[src/rtl/srio_pkg.sv]
// Shared SRIO definitions: AXIS widths, HELLO header TID field position and
// the request arbiter state encoding.
package srio_pkg;

   localparam int unsigned AxisDataW = 64;
   localparam int unsigned AxisKeepW = 8;
   localparam int unsigned AxisUserW = 32;

   // HELLO header TID field occupies tdata[63:56]
   localparam int unsigned TidMsb = 63;
   localparam int unsigned TidLsb = 56;

   typedef enum logic {
      StIdle = 1'b0,
      StBusy = 1'b1
   } req_state_e;

endpackage

[src/rtl/srio_rr_picker.sv]
// Combinational round-robin select: first set request searching upward,
// cyclically, from i_rr_ptr+1.
module srio_rr_picker #(
   parameter int unsigned P_REQ_NUM = 4,
   parameter int unsigned P_IDX_W   = 2
) (
   input  logic [P_REQ_NUM-1:0] i_req,
   input  logic [P_IDX_W-1:0]   i_rr_ptr,
   output logic                 o_valid,
   output logic [P_IDX_W-1:0]   o_idx
);

   logic [P_IDX_W-1:0] w_cand;

   always_comb begin
      o_valid = 1'b0;
      o_idx   = '0;
      w_cand  = '0;
      for (int unsigned i = 1; i <= P_REQ_NUM; i++) begin
         w_cand = P_IDX_W'((32'(i_rr_ptr) + i) % P_REQ_NUM);
         if (!o_valid && i_req[w_cand]) begin
            o_valid = 1'b1;
            o_idx   = w_cand;
         end
      end
   end

endmodule

[src/rtl/srio_ireq_arbiter.sv]
// Packet-level round-robin arbiter for one SRIO ireq port; tags request TIDs
// with the requester index and demultiplexes iresp packets on the same bits.
module srio_ireq_arbiter
   import srio_pkg::*;
#(
   parameter int unsigned P_REQ_NUM = 4,
   parameter int unsigned P_IDX_W   = 2
) (
   input  logic                           i_clk,
   input  logic                           i_rst_n,
   input  logic                           i_port_initialized,
   input  logic [P_REQ_NUM-1:0]           s_req_axis_tvalid,
   output logic [P_REQ_NUM-1:0]           s_req_axis_tready,
   input  logic [P_REQ_NUM-1:0]           s_req_axis_tlast,
   input  logic [P_REQ_NUM*AxisDataW-1:0] s_req_axis_tdata,
   input  logic [P_REQ_NUM*AxisKeepW-1:0] s_req_axis_tkeep,
   input  logic [P_REQ_NUM*AxisUserW-1:0] s_req_axis_tuser,
   output logic                           m_axis_ireq_tvalid,
   input  logic                           m_axis_ireq_tready,
   output logic                           m_axis_ireq_tlast,
   output logic [AxisDataW-1:0]           m_axis_ireq_tdata,
   output logic [AxisKeepW-1:0]           m_axis_ireq_tkeep,
   output logic [AxisUserW-1:0]           m_axis_ireq_tuser,
   input  logic                           s_axis_iresp_tvalid,
   output logic                           s_axis_iresp_tready,
   input  logic                           s_axis_iresp_tlast,
   input  logic [AxisDataW-1:0]           s_axis_iresp_tdata,
   input  logic [AxisKeepW-1:0]           s_axis_iresp_tkeep,
   input  logic [AxisUserW-1:0]           s_axis_iresp_tuser,
   output logic [P_REQ_NUM-1:0]           m_rsp_axis_tvalid,
   input  logic [P_REQ_NUM-1:0]           m_rsp_axis_tready,
   output logic [P_REQ_NUM-1:0]           m_rsp_axis_tlast,
   output logic [P_REQ_NUM*AxisDataW-1:0] m_rsp_axis_tdata,
   output logic [P_REQ_NUM*AxisKeepW-1:0] m_rsp_axis_tkeep,
   output logic [P_REQ_NUM*AxisUserW-1:0] m_rsp_axis_tuser,
   output logic [P_REQ_NUM-1:0]           o_grant,
   output logic                           o_rsp_misroute
);

   req_state_e             r_state;
   req_state_e             w_state_nxt;
   logic [P_REQ_NUM-1:0]   r_grant;
   logic [P_IDX_W-1:0]     r_gidx;
   logic [P_IDX_W-1:0]     r_rr_ptr;
   logic                   r_hdr;
   logic                   w_pick_valid;
   logic [P_IDX_W-1:0]     w_pick_idx;
   logic                   w_start;
   logic                   w_req_acc;
   logic                   w_req_end;
   logic [AxisDataW-1:0]   w_req_data [P_REQ_NUM];
   logic [AxisKeepW-1:0]   w_req_keep [P_REQ_NUM];
   logic [AxisUserW-1:0]   w_req_user [P_REQ_NUM];

   logic                   r_rsp_first;
   logic [P_IDX_W-1:0]     r_route;
   logic                   r_misroute;
   logic [P_IDX_W-1:0]     w_route;
   logic                   w_route_bad;
   logic                   w_sel_ready;
   logic                   w_rsp_acc;

   srio_rr_picker #(
      .P_REQ_NUM (P_REQ_NUM),
      .P_IDX_W   (P_IDX_W)
   ) u_picker (
      .i_req    (s_req_axis_tvalid),
      .i_rr_ptr (r_rr_ptr),
      .o_valid  (w_pick_valid),
      .o_idx    (w_pick_idx)
   );

   always_comb begin
      for (int k = 0; k < int'(P_REQ_NUM); k++) begin
         w_req_data[k] = s_req_axis_tdata[k*AxisDataW +: AxisDataW];
         w_req_keep[k] = s_req_axis_tkeep[k*AxisKeepW +: AxisKeepW];
         w_req_user[k] = s_req_axis_tuser[k*AxisUserW +: AxisUserW];
      end
   end

   assign w_start   = (r_state == StIdle) && i_port_initialized && w_pick_valid;
   assign w_req_acc = m_axis_ireq_tvalid && m_axis_ireq_tready;
   assign w_req_end = w_req_acc && m_axis_ireq_tlast;

   always_ff @(posedge i_clk or negedge i_rst_n) begin
      if (!i_rst_n) begin
         r_state <= StIdle;
      end else begin
         r_state <= w_state_nxt;
      end
   end

   always_comb begin
      w_state_nxt = r_state;
      unique case (r_state)
         StIdle: if (w_start) w_state_nxt = StBusy;
         StBusy: if (w_req_end) w_state_nxt = StIdle;
         default: w_state_nxt = StIdle;
      endcase
   end

   always_ff @(posedge i_clk or negedge i_rst_n) begin
      if (!i_rst_n) begin
         r_grant  <= '0;
         r_gidx   <= '0;
         r_rr_ptr <= P_IDX_W'(P_REQ_NUM - 1);
         r_hdr    <= 1'b1;
      end else if (w_start) begin
         r_grant <= {{(P_REQ_NUM-1){1'b0}}, 1'b1} << w_pick_idx;
         r_gidx  <= w_pick_idx;
         r_hdr   <= 1'b1;
      end else if ((r_state == StBusy) && w_req_acc) begin
         r_hdr <= 1'b0;
         if (m_axis_ireq_tlast) begin
            r_grant  <= '0;
            r_rr_ptr <= r_gidx;
         end
      end
   end

   // Only the first beat of a packet is a header carrying the TID
   always_comb begin
      m_axis_ireq_tvalid = 1'b0;
      m_axis_ireq_tlast  = 1'b0;
      m_axis_ireq_tdata  = '0;
      m_axis_ireq_tkeep  = '0;
      m_axis_ireq_tuser  = '0;
      s_req_axis_tready  = '0;
      if (r_state == StBusy) begin
         m_axis_ireq_tvalid = s_req_axis_tvalid[r_gidx];
         m_axis_ireq_tlast  = s_req_axis_tlast[r_gidx];
         m_axis_ireq_tdata  = w_req_data[r_gidx];
         m_axis_ireq_tkeep  = w_req_keep[r_gidx];
         m_axis_ireq_tuser  = w_req_user[r_gidx];
         if (r_hdr) m_axis_ireq_tdata[TidMsb -: P_IDX_W] = r_gidx;
         s_req_axis_tready[r_gidx] = m_axis_ireq_tready;
      end
   end

   assign o_grant = r_grant;

   // Response router: route comes live from the header, then is held until tlast
   assign w_route     = r_rsp_first ? s_axis_iresp_tdata[TidMsb -: P_IDX_W] : r_route;
   assign w_route_bad = (32'(w_route) >= P_REQ_NUM);
   assign w_rsp_acc   = s_axis_iresp_tvalid && s_axis_iresp_tready;

   always_comb begin
      m_rsp_axis_tvalid = '0;
      w_sel_ready       = 1'b0;
      for (int k = 0; k < int'(P_REQ_NUM); k++) begin
         if (w_route == P_IDX_W'(k)) begin
            m_rsp_axis_tvalid[k] = i_rst_n && s_axis_iresp_tvalid;
            w_sel_ready          = m_rsp_axis_tready[k];
         end
      end
      s_axis_iresp_tready = i_rst_n && (w_route_bad || w_sel_ready);
      m_rsp_axis_tlast    = {P_REQ_NUM{i_rst_n && s_axis_iresp_tlast}};
      m_rsp_axis_tdata    = i_rst_n ? {P_REQ_NUM{s_axis_iresp_tdata}} : '0;
      m_rsp_axis_tkeep    = i_rst_n ? {P_REQ_NUM{s_axis_iresp_tkeep}} : '0;
      m_rsp_axis_tuser    = i_rst_n ? {P_REQ_NUM{s_axis_iresp_tuser}} : '0;
   end

   always_ff @(posedge i_clk or negedge i_rst_n) begin
      if (!i_rst_n) begin
         r_rsp_first <= 1'b1;
         r_route     <= '0;
         r_misroute  <= 1'b0;
      end else begin
         if (w_rsp_acc) begin
            r_rsp_first <= s_axis_iresp_tlast;
            if (r_rsp_first) r_route <= w_route;
         end
         if (w_rsp_acc && r_rsp_first && w_route_bad) r_misroute <= 1'b1;
      end
   end

   assign o_rsp_misroute = r_misroute;

endmodule

[config.mk]
export PLATFORM = sky130hd
export DESIGN_NAME = srio_ireq_arbiter
export DESIGN_NICKNAME = d
export VERILOG_FILES = /design/src/rtl/srio_pkg.sv /design/src/rtl/srio_rr_picker.sv /design/src/rtl/srio_ireq_arbiter.sv
export SDC_FILE = /design/constraint.sdc
export NUM_CORES = 1
export LEC_CHECK = 0
export CORE_AREA = 2 2 416 418
export DETAILED_ROUTE_END_ITERATION = 7
export DIE_AREA = 0 0 418 420
export SKIP_LAST_GASP = 1
export SYNTH_ARGS = -nofsm -noshare
export SYNTH_HDL_FRONTEND = slang
export SYNTH_SLANG_ARGS = --single-unit
[constraint.sdc]
create_clock -name i_clk -period 2.9 [get_ports i_clk]
set_clock_uncertainty 0.15 [all_clocks]
set_input_delay 0.58 -clock i_clk [delete_from_list [all_inputs] [get_ports i_clk]]
set_output_delay 0.58 -clock i_clk [all_outputs]
set_load 0.05 [all_outputs]
==> results, run 1 <==
- During placement, the flow inserted port buffers numbering 1076.
- The estimated wirelength of the detail-placed design is 99.1 mm.
- The core occupancy in the finished layout is 0.139.
- In this run the mean area of a mapped cell was 9.15 µm².
- The critical path is of the reg -> out type.
- The number of clock sinks is 13.
- The floorplan has 152 rows.
- The smallest clock period supported by the final layout is computed as 2.85 ns.
- After synthesis, the share of flip-flops with an asynchronous set or reset is 1.00.
- After synthesis the netlist holds a flip-flop and latch count of 13.
- The final hold violation count was 0.
- The final worst hold slack is 0.335 ns.
- 1078 I/O pins were placed.
- CTS built an H-tree with a depth of 1.
- The slowest stage of the critical path belongs to the cell mux4_2.
- The number of flops mapped to enable cells by yosys is 0.
- The leakage power is 8.85 nW.
- For this run, design rule violations remaining after detail routing come to 0.
- STA classifies the critical path startpoint as a flip-flop.
- Before CTS, the worst setup slack after placement is 0.0568 ns.
- The clock slew seen by the registers of the worst setup and hold paths is 0.10 ns.
- The worst voltage drop across the vdd grid is 422 µV.
- The netlist area before placement is between 0.007 and 0.008 mm².
- The flow ran to the end, and the final reports show no timing, DRC or antenna violations.
- The number of routed nets with antenna violations is 0.
- Entering global routing, the biggest net connects around 70 pins.
- Setup total negative slack on the finished layout was measured at 0 ns.
- The distinct cell type count of the synthesized netlist is 34.
- The number of warnings printed during yosys synthesis is 0.
- For this block, the routed nets add up to between 100 and 150 mm of wire.
- Along the worst path, the maximum fanout reaches 8.
- TritonCTS built the clock tree.
- The power density over cell area is 746 mW/mm².
- The type of the tightest min-delay check is reg -> reg.
- The most used flip-flop cell after synthesis is dfrtp_1.
- In this run, CTS created clock tree buffers numbering 3.
- Of the cells placed in the final design, the portion with a size suffix greater than 1 is 0.503.
- The routed wire length per instance is 27.5 µm.
- The via count of the first global-routing pass was 9635.
- The initial standard-cell utilization of the core is 0.0414.
- For this run, the register share of the synthesized area comes to 0.0467.
- For the worst-skew pair, the clock arrives at the later sink with an insertion delay of between 0.3 and 0.4 ns.
- The buffer cell driving the clock tree root is clkbuf_16.
- The number of instances on the worst hold path is 2.
- The reg-to-reg critical path endpoint is o_grant[2].
- Across the run, the number of max-cap violations was 0.
- The core area is between 0.15 and 0.2 mm².
- The number of nets in the layout is around 2100.
- From left edge to right edge, the die measures 418 µm.
- For this run the aggregate overflow at the end of global routing stands at 0.
- The number of max-slew violations in the final report came to 0.
- The register-to-register setup slack is 0.57 ns.
- In the finished design, the share of the clock period the worst path needs comes to 0.984.
- With fillers left out, the area of the finished cells amounts to 0.0238 mm².
- In this run the deepest clock path goes through 2 buffers.
- The fmax is ~350 MHz.
- The startpoint identified for the worst register-to-register timing path is r_gidx[0].
- The initial antenna violation count came to 99.
- Data arrives at the worst endpoint at 2.12 ns.
- The congestion estimate from routability-driven global placement came to 0.986.
- The first routing iteration left slightly above 500 violations.
- The required time of the worst setup path is roughly 2.2 ns.
- The launching element of the worst setup path is r_gidx[0].
- The total power of the final layout is 17.8 mW.
- Synthesis produced a netlist with a net count of approximately 1300.
- Leaving out fill and tap cells, the most frequent cells in the layout are clkdlybuf4s50_1, buf_12, and2_1.
- In the global route stage, overall resource usage came out at 0.115.
- The number of cells traversed by the worst register-to-register path is 7.
- The worst setup path is captured at a primary output.
- In this design, the stage delay of the slowest critical-path cell is between 0.5 and 0.6 ns.
- Setup slack closes at 0.0451 ns.
- In this design, the critical path's most frequently occurring cell is buf_12.
- Counting tap cells, the placed design contains a total of 3807 instances.
- The first-pass iteration count of the detailed router is 6.
- After technology mapping, the gate count stands at 774.
- Once placement finished, the instance area stood at around 0.023 mm².
- The first global-routing pass estimated ~130 mm of wire.
- Summing over every cut layer, the via total after detailed routing is 9685.
- The die is 420 µm tall.
- Setup repair after global routing could not meet its margin everywhere.
- Traced cell by cell, the critical path runs through buf_12, buf_16, mux4_2, and2_1, buf_12.
- The via density per instance is about 2.5.
- At the pin with the least slew margin, the transition time is 0.737 ns.
- Headroom to the max-slew limit came out at 0.512.
- The die covers roughly 0.18 mm².
- The area growth from synthesis to layout is 236%.
- Setup violations remaining at the end of the flow were counted as 0.
- Once layout is complete, the cells apart from fillers number 3849.
- Leaving out fill and tap cells, the most frequent cell in the layout is clkdlybuf4s50_1.
- The critical path ends at m_axis_ireq_tdata[44].
==> state kept, by name, indices dropped and copies added (netlist names) <==
signal and count:
r_gidx 2, r_route 2, r_hdr 1, r_rr_ptr 2, r_rsp_first 1, o_grant 4, r_state 1
==> synthesized netlist by cell type, types with 2 or more instances <==
library cell	n	area (µm²)
a21oi_1	4	20.0
a22o_1	2	17.5
a31oi_1	2	12.5
and2_1	211	1320
and3_1	2	12.5
buf_1	2	7.51
buf_2	7	35.0
buf_4	326	2450
clkbuf_1	30	113
dfrtp_1	9	225
dfstp_2	4	105
inv_1	7	26.3
mux2_2	6	67.6
mux2i_1	3	30.0
mux4_2	104	2340
nand2_1	12	45.0
nand2b_1	2	12.5
nand3_1	6	30.0
nor2_1	10	37.5
nor3_1	3	15.0
o21ai_0	6	30.0
o22a_1	2	17.5
o22ai_1	3	18.8
==> how the worst min path moves through the flow <==
stage | from | endpoint
final | o_grant[1] | o_grant[1]
after global routing | o_grant[1] | o_grant[1]
after CTS | o_grant[1] | o_grant[1]
after detailed placement | o_grant[1] | o_grant[1]
after global placement | o_grant[1] | o_grant[1]
after floorplan | i_rst_n | o_grant[0]
==> worst max-delay path: cells and delay by family, from the launching register on <==
kind / cells / cell delay (ns)
DFF: 1 / 0.48
and+or+nand+nor: 1 / 0.23
buffers and inverters: 3 / 0.48
muxes: 1 / 0.59
==> cell families (layout without fill, tap and decap cells) <==
group	Yosys count	in the layout	synth area share
flops	13	13	0.0467
buf+inv	372	1196	0.371
other cells	1	19	0.000530
simple gates	252	252	0.216
compound gates	23	23	0.0212
mux	113	113	0.345
==> report_power, final <==
part / total [mW] / switching (mW) / internal [mW] / leakage [nW]
combinational: 16.8 / 9.44 / 7.38 / 8.66
sequential: 0.561 / 0.263 / 0.298 / 0.152
clock: 0.370 / 0.182 / 0.188 / 0.0410
total: 17.8 / 9.89 / 7.87 / 8.85
==> layout make-up <==
cell class / instances / area (µm²)
Multi-Input combinational cell: 389 / 4210
Antenna cell: 18 / 45.0
Timing Repair Buffer: 1185 / 16300
Inverter: 7 / 26.3
Clock inverter: 1 / 5.00
Clock buffer: 3 / 75.1
Tap cell: 2233 / 2790
Sequential cell: 13 / 342
Fill cell: 19100 / 147000
==> what timing repair did <==
action | 4_1_cts | 5_1_grt
setup buffers | 17 | 0
resized for setup | 37 | 24
gates cloned | 3 | 2
endpoints found under the setup margin | 27 | 27
pin swaps | 10 | 5
hold buffers | 0 | 0
==> layer usage <==
layer | track usage | wire [µm] | up-vias
met4 | 0.0270 | 2930 | 32
li1 | - | - | 4014
met1 | 0.115 | 35400 | 4721
met5 | 0.00667 | 380 | -
met2 | 0.231 | 60400 | 714
met3 | 0.0281 | 6620 | 204
No activity file was read; power rests on OpenSTA's default activity.
==> run 2, diff against run 1 <==
- CTS_BUF_LIST: unset -> sky130_fd_sc_hd__clkbuf_8
==> results, run 2 (synthesized netlist as in run 1, its figures left out) <==
- The flow ran to the end, and the final reports show no timing, DRC or antenna violations.
- The max capacitance violation total is 0 (unchanged).
- The count of pins on the block boundary was 1078 (unchanged).
- The maximum fanout along the worst path was 6 (-2).
- The number of cell rows came to 152 (unchanged).
- The buffer cell driving the clock tree root is clkbuf_8.
- The switching share of power came to 0.543 (-0.0137).
- The area growth from synthesis to layout is 242%.
- The final hold violation count is 0 (unchanged).
- The number of remaining DRC errors is 0 (unchanged).
- The number of routed nets with antenna violations is 0 (unchanged).
- The number of flip-flops under the largest register name is 4 (unchanged).
- The clock tree buffer depth is 2 (unchanged).
- The final-layout fill cell count is 19000 (-0.058%).
- The worst path setup slack after routing is 0.0153 ns (-0.0298 ns).
- The required time of the worst setup path is 2.17 ns (about the same).
- The number of clock sinks is 13 (unchanged).
- The power density over cell area is 762 mW/mm² (+2.2%).
- The core area is 0.171 mm² (unchanged).
- The number of DRC markers after the initial detailed-route iteration came to 424 (-16%).
- The number of buffers created by CTS is 3 (unchanged).
- The nature of the critical path startpoint is a flip-flop.
- The global routing usage summed across all routing layers is 0.115 (+0.000854).
- The cell area after layout came to 0.0242 mm² (+1.5%).
- The top cell types in the final layout, fill and taps aside, are clkdlybuf4s50_1, buf_12, buf_4.
- The clock latency of the later-clocked register in the worst-skew pair came to 0.34 ns (+0.03 ns).
- The number of nets in the layout was 2147 (+0.47%).
- The final weighted congestion in routability-driven placement is 0.986 (unchanged).
- The residual overflow from global routing came to 0 (unchanged).
- The portion of total power attributed to the clock network is 0.014 (-0.007).
- The relative slew slack came to 0.499 (-0.0126).
- The cell count after placement was 3807 (unchanged).
- The routed wire length per instance is 27.5 µm (+0.19%).
- The wire length after detailed routing came to 106 mm (+0.60%).
- Leaving out fill and tap cells, the most frequent cell in the layout is clkdlybuf4s50_1.
- The wire length of the first global-routing pass came to 127 mm (+0.72%).
- The via count of the first global-routing pass is 9719 (+0.87%).
- The worst setup path is captured at a primary output.
- The fmax is 347 MHz (-1.0%).
- The estimated wirelength of the detail-placed design is 99.1 mm (unchanged).
- The TritonCTS clock tree is yes.
- The worst voltage drop across the vdd grid is 440 µV (+4.2%).
- The total of buffers placed on input and output ports was 1076 (unchanged).
- The sequential group share of total power is 0.031 (about the same).
- The leakage power is 9.04 nW (+2.1%).
- The data arrival time of the critical path was 2.15 ns (+0.03 ns).
- The final worst-path cycle share was 0.995 (+0.0103).
- The register-to-register setup slack is 0.50 ns (-0.07 ns).
- The die area came to 0.176 mm² (unchanged).
- The clock slew seen by the registers of the worst setup and hold paths is 0.14 ns (+0.04 ns).
- Setup repair after global routing could not meet its margin everywhere.
- The overall die height was 420 µm (unchanged).
- The power share of the combinational group is 0.955 (+0.007).
- The post-layout minimum cycle time is 2.88 ns (+0.0298 ns).
- The final setup violation count is 0 (unchanged).
- The post-place setup slack is 0.0568 ns (unchanged).
- The number of buffers inserted for hold repair after clock tree synthesis is 0 (unchanged).
- The min-delay analysis places its worst path in the category reg -> reg.
- The initial standard-cell utilization of the core is 0.0414 (unchanged).
- The final worst hold slack is 0.334 ns (-0.000935 ns).
- The die extent in x is 418 µm (unchanged).
- The total number of vias is 9766 (+0.84%).
- The share of post-route cells with drive strength above 1 is 0.534 (+0.0317).
- The number of max-slew violations in the final report is 0 (unchanged).
- The slew at the pin with the worst max-slew slack came to 0.757 ns (+0.0191 ns).
- The power dissipated by switching net loads is 10.0 mW (+1.2%).
- The initial antenna violation count came to 103 (+4.0%).
- The via density per instance is 2.53 (+0.42%).
- The total power of the final layout is 18.4 mW (+3.7%).
- The non-filler instance count after layout is 3865 (+0.42%).
- The count of H-tree levels built during CTS was 1 (unchanged).
- By startpoint and endpoint, the worst setup path is classified as reg -> out.
- The total placed instance area was 0.0232 mm² (unchanged).
- The first-pass iteration count of the detailed router is 4 (-2).
- The maximum number of pins on one net before global-route repair is 71 (unchanged).
- The internal power is 8.41 mW (+7.0%).
-- run 2: layer usage --
metal	wire, µm	vias up	part of all wire	track usage
li1	-	4047	-	-
met1	35100	4784	0.33	0.114
met2	60300	711	0.57	0.228
met3	7430	196	0.070	0.0320
met4	3400	28	0.032	0.0381
met5	194	-	0.0018	0
-- run 2: power by group through the flow --
stage / Sequential, mW / Combinational (mW) / Clock [mW]
floorplan: 0.429 / 7.82 / 0
CTS: 0.581 / 17.9 / 0.322
global placement: 0.572 / 16.4 / 0
finish: 0.572 / 17.6 / 0.260
global route: 0.603 / 18.3 / 0.322
detailed placement: 0.578 / 16.4 / 0
-- run 2: final timing paths --
kind / from / end / cells after the start
worst max-delay path: r_gidx[0] / m_axis_ireq_tdata[41] / 6
worst min-delay path: o_grant[1] / o_grant[1] / 2
worst max register to register: r_gidx[0] / o_grant[2] / 8
worst min register to register: o_grant[1] / o_grant[1] / 2
max in group asynchronous: i_rst_n / r_hdr / 3
min in group asynchronous: i_rst_n / r_rsp_first / 2
-- run 2: through the flow --
| step | setup TNS (ns) | utilization |
|---|---|---|
| 5_1_grt | -2.96 | 0.141 |
| 4_1_cts | -3.12 | 0.140 |
| 6_report | 0 | 0.141 |
| 3_5_place_dp | 0 | 0.136 |
| 3_3_place_gp | 0 | 0.136 |
| 2_1_floorplan | 0 | - |
-- run 2: repair_timing --
| action | CTS | global route |
|---|---|---|
| resized for setup | 114 | 37 |
| setup buffers | 25 | 2 |
| pin swaps | 32 | 3 |
| cloned | 7 | 1 |
| endpoints found under the hold margin | 0 | 0 |
| setup endpoints to repair | 76 | 96 |
-- run 2: final cells by class --
class,instances,area (µm²),area share
multi-input cells,389,4340,0.179
clock inverters,1,5.00,0.000207
diodes,24,60.1,0.00248
flip-flops and latches,13,342,0.0141
repair buffers,1195,16600,0.685
clock buffers,3,41.3,0.00171
well taps,2233,2790,0.116
inverters,7,26.3,0.00109
-- run 2: critical path: stages, from the launching register on --
cell and delay (ns):
dfrtp_4 0.54, buf_12 0.16, buf_16 0.15, buf_8 0.13
mux4_2 0.49, and2_4 0.18, buf_12 0.14
==> run 3, diff against run 2 <==
- ABC_AREA: unset -> 0
==> results of run 3 <==
The final DEF is identical to that of run 2; final timing and power are the same.
